`config.mk`:
```
export PLATFORM = sky130hd
export DESIGN_NAME = mac_acc_ctrl
export DESIGN_NICKNAME = d
export VERILOG_FILES = /design/src/rtl/mac_acc_ctrl.sv
export SDC_FILE = /design/constraint.sdc
export NUM_CORES = 1
export LEC_CHECK = 0
export CORE_MARGIN = 1
export CORE_UTILIZATION = 25
export CTS_CLUSTER_DIAMETER = 150
export DETAILED_ROUTE_END_ITERATION = 8
export PLACE_DENSITY = 0.43
export SYNTH_ARGS = -nofsm -noshare
export SYNTH_HDL_FRONTEND = slang
export SYNTH_SLANG_ARGS = --single-unit
```
`constraint.sdc`:
```
create_clock -name clk -period 3 [get_ports clk]
set_input_delay 0.75 -clock clk [delete_from_list [all_inputs] [get_ports clk]]
set_output_delay 0.75 -clock clk [all_outputs]
set_load 0.02 [all_outputs]
```
`src/rtl/mac_acc_ctrl.sv`:
```
// mac_acc_ctrl: sequences one accumulator run per command.
// The run goes IDLE -> CLEAR (one init-load pulse) -> RUN (one enable per
// accepted beat) -> DRAIN (fixed pipeline flush) -> HOLD (result offered).
// Optional feature macro: MAC_ACC_CTRL_TIMEOUT_EN adds an idle-input
// watchdog that aborts RUN after TIMEOUT consecutive idle cycles and flags err.
module mac_acc_ctrl #(
    parameter int MAC_CONF_WIDTH = 3,
    parameter int CNT_WIDTH      = 16,
    parameter int DRAIN_CYCLES   = 1,
    parameter int TIMEOUT        = 255
) (
    input  logic                      clk,
    input  logic                      rst_n,
    input  logic                      cmd_valid,
    output logic                      cmd_ready,
    input  logic [CNT_WIDTH-1:0]      cmd_len,
    input  logic [MAC_CONF_WIDTH-1:0] cmd_cfg,
    input  logic                      in_valid,
    output logic                      in_ready,
    output logic                      acc_rst,
    output logic                      acc_en,
    output logic [MAC_CONF_WIDTH-1:0] acc_cfg,
    output logic                      res_valid,
    input  logic                      res_ready,
    output logic                      busy,
    output logic                      err
);

    typedef enum logic [2:0] {
        S_IDLE  = 3'd0,
        S_CLEAR = 3'd1,
        S_RUN   = 3'd2,
        S_DRAIN = 3'd3,
        S_HOLD  = 3'd4
    } state_t;

    localparam logic [3:0]           DRAIN_LAST = 4'(DRAIN_CYCLES - 1);
    localparam logic [CNT_WIDTH-1:0] CNT_ONE    = CNT_WIDTH'(1);

    state_t                    r_state;
    state_t                    w_state_next;
    logic [CNT_WIDTH-1:0]      r_count;
    logic [MAC_CONF_WIDTH-1:0] r_cfg;
    logic [3:0]                r_drain_cnt;
    logic                      w_cmd_fire;
    logic                      w_last_beat;
    logic                      w_drain_done;
    logic                      w_timeout;

    assign w_cmd_fire   = cmd_valid & cmd_ready;
    assign w_last_beat  = acc_en && (r_count == CNT_ONE);
    assign w_drain_done = (r_drain_cnt == DRAIN_LAST);

`ifdef MAC_ACC_CTRL_TIMEOUT_EN
    localparam int            WD_W    = $clog2(TIMEOUT + 1);
    localparam logic [WD_W-1:0] WD_LAST = WD_W'(TIMEOUT - 1);

    logic [WD_W-1:0] r_wd_cnt;
    logic            r_err;

    // Timeout fires on the TIMEOUT-th consecutive idle RUN cycle.
    assign w_timeout = (r_state == S_RUN) && !in_valid && (r_wd_cnt == WD_LAST);
    assign err       = r_err;

    // Watchdog: counts consecutive idle RUN cycles, restarts on any beat or outside RUN.
    always_ff @(posedge clk or negedge rst_n) begin
        if (!rst_n) begin
            r_wd_cnt <= '0;
        end else if (r_state != S_RUN || acc_en) begin
            r_wd_cnt <= '0;
        end else if (!in_valid) begin
            r_wd_cnt <= r_wd_cnt + 1'b1;
        end
    end

    // Abort flag: set on timeout, cleared as the result is handed over.
    always_ff @(posedge clk or negedge rst_n) begin
        if (!rst_n) begin
            r_err <= 1'b0;
        end else if (w_timeout) begin
            r_err <= 1'b1;
        end else if (r_state == S_HOLD && res_ready) begin
            r_err <= 1'b0;
        end
    end
`else
    logic w_unused_timeout;

    // No watchdog: RUN waits for every beat, a run can never be aborted.
    assign w_timeout        = 1'b0;
    assign err              = 1'b0;
    assign w_unused_timeout = (TIMEOUT == 0);
`endif

    // State register; reset returns to IDLE without waiting for a clock edge.
    always_ff @(posedge clk or negedge rst_n) begin
        if (!rst_n) begin
            r_state <= S_IDLE;
        end else begin
            r_state <= w_state_next;
        end
    end

    // Next-state and per-state handshake/strobe outputs.
    always_comb begin
        w_state_next = r_state;
        cmd_ready    = 1'b0;
        in_ready     = 1'b0;
        acc_rst      = 1'b0;
        res_valid    = 1'b0;
        case (r_state)
            S_IDLE: begin
                cmd_ready = 1'b1;
                if (cmd_valid) begin
                    w_state_next = S_CLEAR;
                end
            end
            S_CLEAR: begin
                acc_rst      = 1'b1;
                w_state_next = (r_count != '0) ? S_RUN : S_DRAIN;
            end
            S_RUN: begin
                in_ready = 1'b1;
                if (w_timeout || (in_valid && r_count == CNT_ONE)) begin
                    w_state_next = S_DRAIN;
                end
            end
            S_DRAIN: begin
                if (w_drain_done) begin
                    w_state_next = S_HOLD;
                end
            end
            S_HOLD: begin
                res_valid = 1'b1;
                if (res_ready) begin
                    w_state_next = S_IDLE;
                end
            end
            default: begin
                w_state_next = S_IDLE;
            end
        endcase
    end

    assign acc_en  = in_valid & in_ready;
    assign busy    = (r_state != S_IDLE);
    assign acc_cfg = r_cfg;

    // Command latch and remaining-beat counter.
    always_ff @(posedge clk or negedge rst_n) begin
        if (!rst_n) begin
            r_count <= '0;
            r_cfg   <= '0;
        end else if (w_cmd_fire) begin
            r_count <= cmd_len;
            r_cfg   <= cmd_cfg;
        end else if (acc_en) begin
            r_count <= w_last_beat ? '0 : r_count - 1'b1;
        end
    end

    // Drain timer: runs only while in DRAIN.
    always_ff @(posedge clk or negedge rst_n) begin
        if (!rst_n) begin
            r_drain_cnt <= '0;
        end else if (r_state != S_DRAIN) begin
            r_drain_cnt <= '0;
        end else begin
            r_drain_cnt <= r_drain_cnt + 1'b1;
        end
    end

endmodule
```
; ---- Word-level counts from Yosys, hierarchy flattened
; Cells that the tools add are included.
[classes]
n_addsub = 2
n_eq_ne = 10
muxes = 14
bitwise_logic = 2
reduce_logical = 8
[ops]
columns = op, n
row1 = 2-to-1 mux 16 bit, 3
row2 = "equality test 16 x 1 -> 1 bit, second input constant", 1
row3 = nonzero test 16 bit, 1
row4 = "subtractor 16 x 1 -> 16 bit, second input constant", 1
row5 = case mux 3 bit (5 select lines), 1
row6 = 2-to-1 mux 3 bit, 4
row7 = "inequality test 2 bit, second input constant", 4
row8 = "equality test 3 x 2 -> 1 bit, second input constant", 2
row9 = 2-to-1 mux 1 bit, 5
row10 = "adder 4 x 1 -> 4 bit, second input constant", 1
row11 = zero test 4 bit, 1
row12 = 2-to-1 mux 4 bit, 1
row13 = AND reduction 4 bit, 1
row14 = "equality test 3 x 1 -> 1 bit, second input constant", 1
row15 = "equality test 3 bit, second input constant", 1
row16 = zero test 3 bit, 1
row17 = "inequality test 3 x 2 -> 1 bit, second input constant", 1
row18 = nonzero test 3 bit, 1
row19 = AND 1 bit, 2
row20 = logical AND 1 bit, 2
row21 = nonzero test 2 bit, 1
[totals]
reg_bits = 26
word_cells = 40

; ---- Longest topological paths before layout
[logic_depth]
word_depth = 7
mapped_depth = 7
depth_no_buf = 6

; ---- Worst setup path after synthesis
; Ideal clock, no wire load.
[synth_path]
path_type = register -> register
startpoint = reg r_count[0]
endpoint = reg r_state[0]
t_arrival_ns = 2.158
slack_ns = 0.755
path_stages_with_launch = 8
path_buffers = 1
period_less_slack_ns = 2.245
cell_sequence = dfrtp_1 -> inv_1 -> ha_1 -> or3b_2 -> clkbuf_1 -> or3_4 -> or4_1 -> a211oi_2
[synth_via]
elab_chain_cells = 4
[synth_rtl]
columns = item, line_no
row1 = start: declaration, 42  ; logic [CNT_WIDTH-1:0] r_count;
row2 = start signal: assignment, 155  ; r_count <= cmd_len;
row3 = start signal: assignment, 158  ; r_count <= w_last_beat ? '0 : r_count - 1'b1;
row4 = equality test 16 x 1 -> 1 bit, 124  ; if (w_timeout || (in_valid && r_count == CNT_ONE)) begin
row5 = logical AND 1 bit, 124
row6 = inequality test 2 bit (no source line), -
row7 = AND reduction 4 bit (no source line), -
row8 = end signal: assignment, 100  ; r_state <= w_state_next;
row9 = end: declaration, 40  ; state_t r_state;
; Several ways; a longest one is shown, not always the timed one.
; A chain may end at the register's enable or synchronous reset.

; ---- Final worst setup path
[layout_path]
startpoint = in in_valid
endpoint = out acc_en
[layout_via]
elab_chain_cells = 1
[layout_rtl]
columns = item, line_no
row1 = start: declaration, 18  ; input logic in_valid,
row2 = AND 1 bit, 145  ; assign acc_en = in_valid & in_ready;
row3 = end: declaration, 21  ; output logic acc_en,
; Every way passes these cells.

==> flow_summary_export.csv <==
group,metric,value,unit
pwr,p_comb_frac,0.481,
pwr,p_leak,0.802,nW
yosys,synth_ff_type,"dfrtp_1",
worst_setup_path,critPathKind,"in2out",
sta,min_period_over_period,0.966,
route,vias_per_cell,5.21,
flow_run,max-cap-violations,0,
sta,finalSetupViolCount,0,
worst_setup_path,crit_top_cell,"clkdlybuf4s50_1",
pwr,peakVddDrop,0.000307,V
sta,min_period,2900,ps
placed_design,dp.cells,272,
cells_and_area,fill_cells,628,
sta,final_max_slew_viol_count,0,
floorplan,rows,28,
cells_and_area,multi_input_area,826,um^2
global_routing,grt_max_degree,27,
floorplan,dieArea,6570,um^2
clock_network,cts_setup_buffers,0,
clock_network,cts_root_buf,"clkbuf_8",
yosys,synth-seq-cells,26,
placed_design,dp_hpwl,3240,um
global_routing,track_usage,0.143,
yosys,synth_cell_types,47,
cells_and_area,area_growth,29.9,%
pwr,switchingPower,790,uW
sta,finalHoldViolCount,0,
floorplan,coreArea,5960,um^2
route,wl_per_cell,16.0,um
worst_setup_path,critPathCaptureType,"output pin",
global_routing,antenna_found_initial,0,
clock_network,h-tree-depth,1,
floorplan,io_pins,34,
sta,slew_headroom,0.495,
pwr,p_clk_frac,0.133,
placed_design,place.gp.congestion,0.835,
worst_setup_path,cp_slowest_cell,"clkdlybuf4s50_1",
worst_setup_path,crit_chain,"clkdlybuf4s50_1, nand4bb_1, inv_1, clkdlybuf4s50_1",
global_routing,grt_pass1_wl,7130,um
route,wl,4420,um
yosys,synth_top_area_cell,"dfrtp_1",
placed_design,portBuffers,32,
worst_setup_path,critPathTopFamily,"buffers and inverters",
yosys,synth_area_leaders,"dfrtp_1, a22oi_1, nand2_1, xnor2_1, ha_1",
worst_setup_path,worstRegToRegCells,6,
clock_network,tritoncts,"yes",
worst_setup_path,r2r_start,"r_count[1]",
worst_hold_path,worstHoldPathCells,1,
worst_hold_path,holdCritStartpoint,"r_drain_cnt[0]",
worst_setup_path,critical_path_arrival,2150,ps
floorplan,start_util,0.262,
route,drc_errors,0,
sta,worst_pin_slew,754,ps
sta,grt_setup_unrepaired,"no",
worst_setup_path,slowest_delay,630,ps
yosys,syn_inst,170,
sta,fin_ws,103,ps
yosys,async_flop_share,1.00,
sta,fin_skew,11.6,ps
global_routing,grt_pass1_vias,1494,
pwr,seqPwrFrac,0.387,
route,num_vias,1437,
clock_network,postCtsHoldBufs,0,
cells_and_area,nets,230,
pwr,powerDensity,896,nW/um^2
pwr,switching_share,0.435,
clock_network,clkTransAtPathRegs,90,ps
worst_setup_path,critPathRequiredTime,2250,ps
yosys,yosysWarningCount,0,
yosys,ys_seq_area_frac,0.417,
run_status,status,"finished clean",
placed_design,pre_cts_ws,-17.3,ps
worst_setup_path,critPathBufInv,3,
clock_network,cts_buffers,3,
floorplan,die_w,81.0,um
clock_network,numClockSinks,26,
yosys,synth_top_area_frac,0.417,
pwr,internal_power,1.03,mW
clock_network,clk_latency,280,ps
route,drtPass1Iterations,4,
sta,fmax,345,MHz
route,postRouteAntennaNets,0,
clock_network,cts_buffer_depth,2,
worst_setup_path,r2r_setup_slack,560,ps
worst_setup_path,startpoint_type,"primary input",
yosys,syn_nets,198,
worst_hold_path,hold_path_class,"reg2reg",
pwr,power.total,1.82,mW
cells_and_area,diodes,0,
cells_and_area,seqCellArea,651,um^2
yosys,synth_edf_count,0,
cells_and_area,layout-drive-gt1-share,0.109,
worst_setup_path,crit_fanout,2,
worst_setup_path,r2r-end,"r_count[8]",
yosys,netlist_area,1560,um^2
cells_and_area,layout.cells.non_filler,276,
worst_hold_path,min_to,"r_drain_cnt[0]",
global_routing,grt-ovfl-total,0,
yosys,syn_area_per_cell,9.19,um^2
cells_and_area,layout_common_cells,"clkdlybuf4s50_1, dfrtp_1, nand2_1, nor2_1, a22oi_1",
floorplan,fp.dieH,81.0,um
route,drt_iter0_markers,77,
clock_network,cts_resized,0,
cells_and_area,layout_commonest_cell,"clkdlybuf4s50_1",
## synthesized netlist by cell type (all sizes together) (2+ instances only)
library cell / n
or4: 7
a211oi: 4
buf: 3
o311ai: 2
xnor2: 6
or3: 5
ha: 4
a21oi: 2
nor4: 4
a22oi: 11
or2: 2
o211ai: 2
clkbuf: 8
or4b: 4
o21ai: 9
o2111ai: 2
nor3: 3
nor2: 13
dfrtp: 26
inv: 10
nand4b: 2
nand2: 19
nand4: 2
nand3: 4
## flip-flops by register name, indices dropped and copies added (netlist names)
register	cells
r_count	16
r_drain_cnt	4
acc_cfg	3
r_state	3
## power by group through the flow
stage | registers, mW | clock network [mW] | logic (mW)
floorplan | 0.647 | 0 | 0.567
global placement | 0.696 | 0 | 0.858
detailed placement | 0.707 | 0 | 0.880
CTS | 0.699 | 0.250 | 0.886
global route | 0.732 | 0.268 | 0.980
finish | 0.703 | 0.241 | 0.874
## through the flow
step	util	cell area (um^2)	hold slack, ps	TNS (ps)
after CTS	0.341	2030	492	0
after global placement	0.331	1970	461	0
after floorplan	-	1560	451	0
final	0.341	2030	491	0
after detailed placement	0.331	1970	473	-17.3
after global routing	0.341	2030	515	0
## final cells by class
class / instances / share of cell area
multi-input combinational: 123 / 0.407
sequential: 26 / 0.321
timing repair buffer: 38 / 0.180
tap: 75 / 0.0463
clock buffer: 4 / 0.0271
inverter: 10 / 0.0185
## worst max-delay path by stage
stage	endpoint	startpoint	slack, ps	depth (start not counted)
6_report	acc_en	in_valid	100	4
5_1_grt	acc_en	in_valid	50	4
4_1_cts	acc_en	in_valid	110	4
3_5_place_dp	r_count[13]	cmd_valid	-20	5
3_3_place_gp	acc_en	in_valid	120	4
2_1_floorplan	r_state[0]	r_count[0]	760	7
## cell families after synthesis
group | after synthesis | synth area share
flops | 26 | 0.417
compound gates | 39 | 0.183
buf+inv | 21 | 0.0585
xor+xnor | 7 | 0.0393
simple gates | 72 | 0.268
fa+ha+maj | 4 | 0.0321
other cells | 1 | 0.00240
## metal layers
metal / share of wire / track usage / routed length (um)
met5: 0 / 0 / 0
met2: 0.49 / 0.254 / 2160
met3: 0.043 / 0.0258 / 188
met1: 0.46 / 0.173 / 2010
met4: 0.012 / 0.0482 / 53
(Power assumes the default switching activity.)
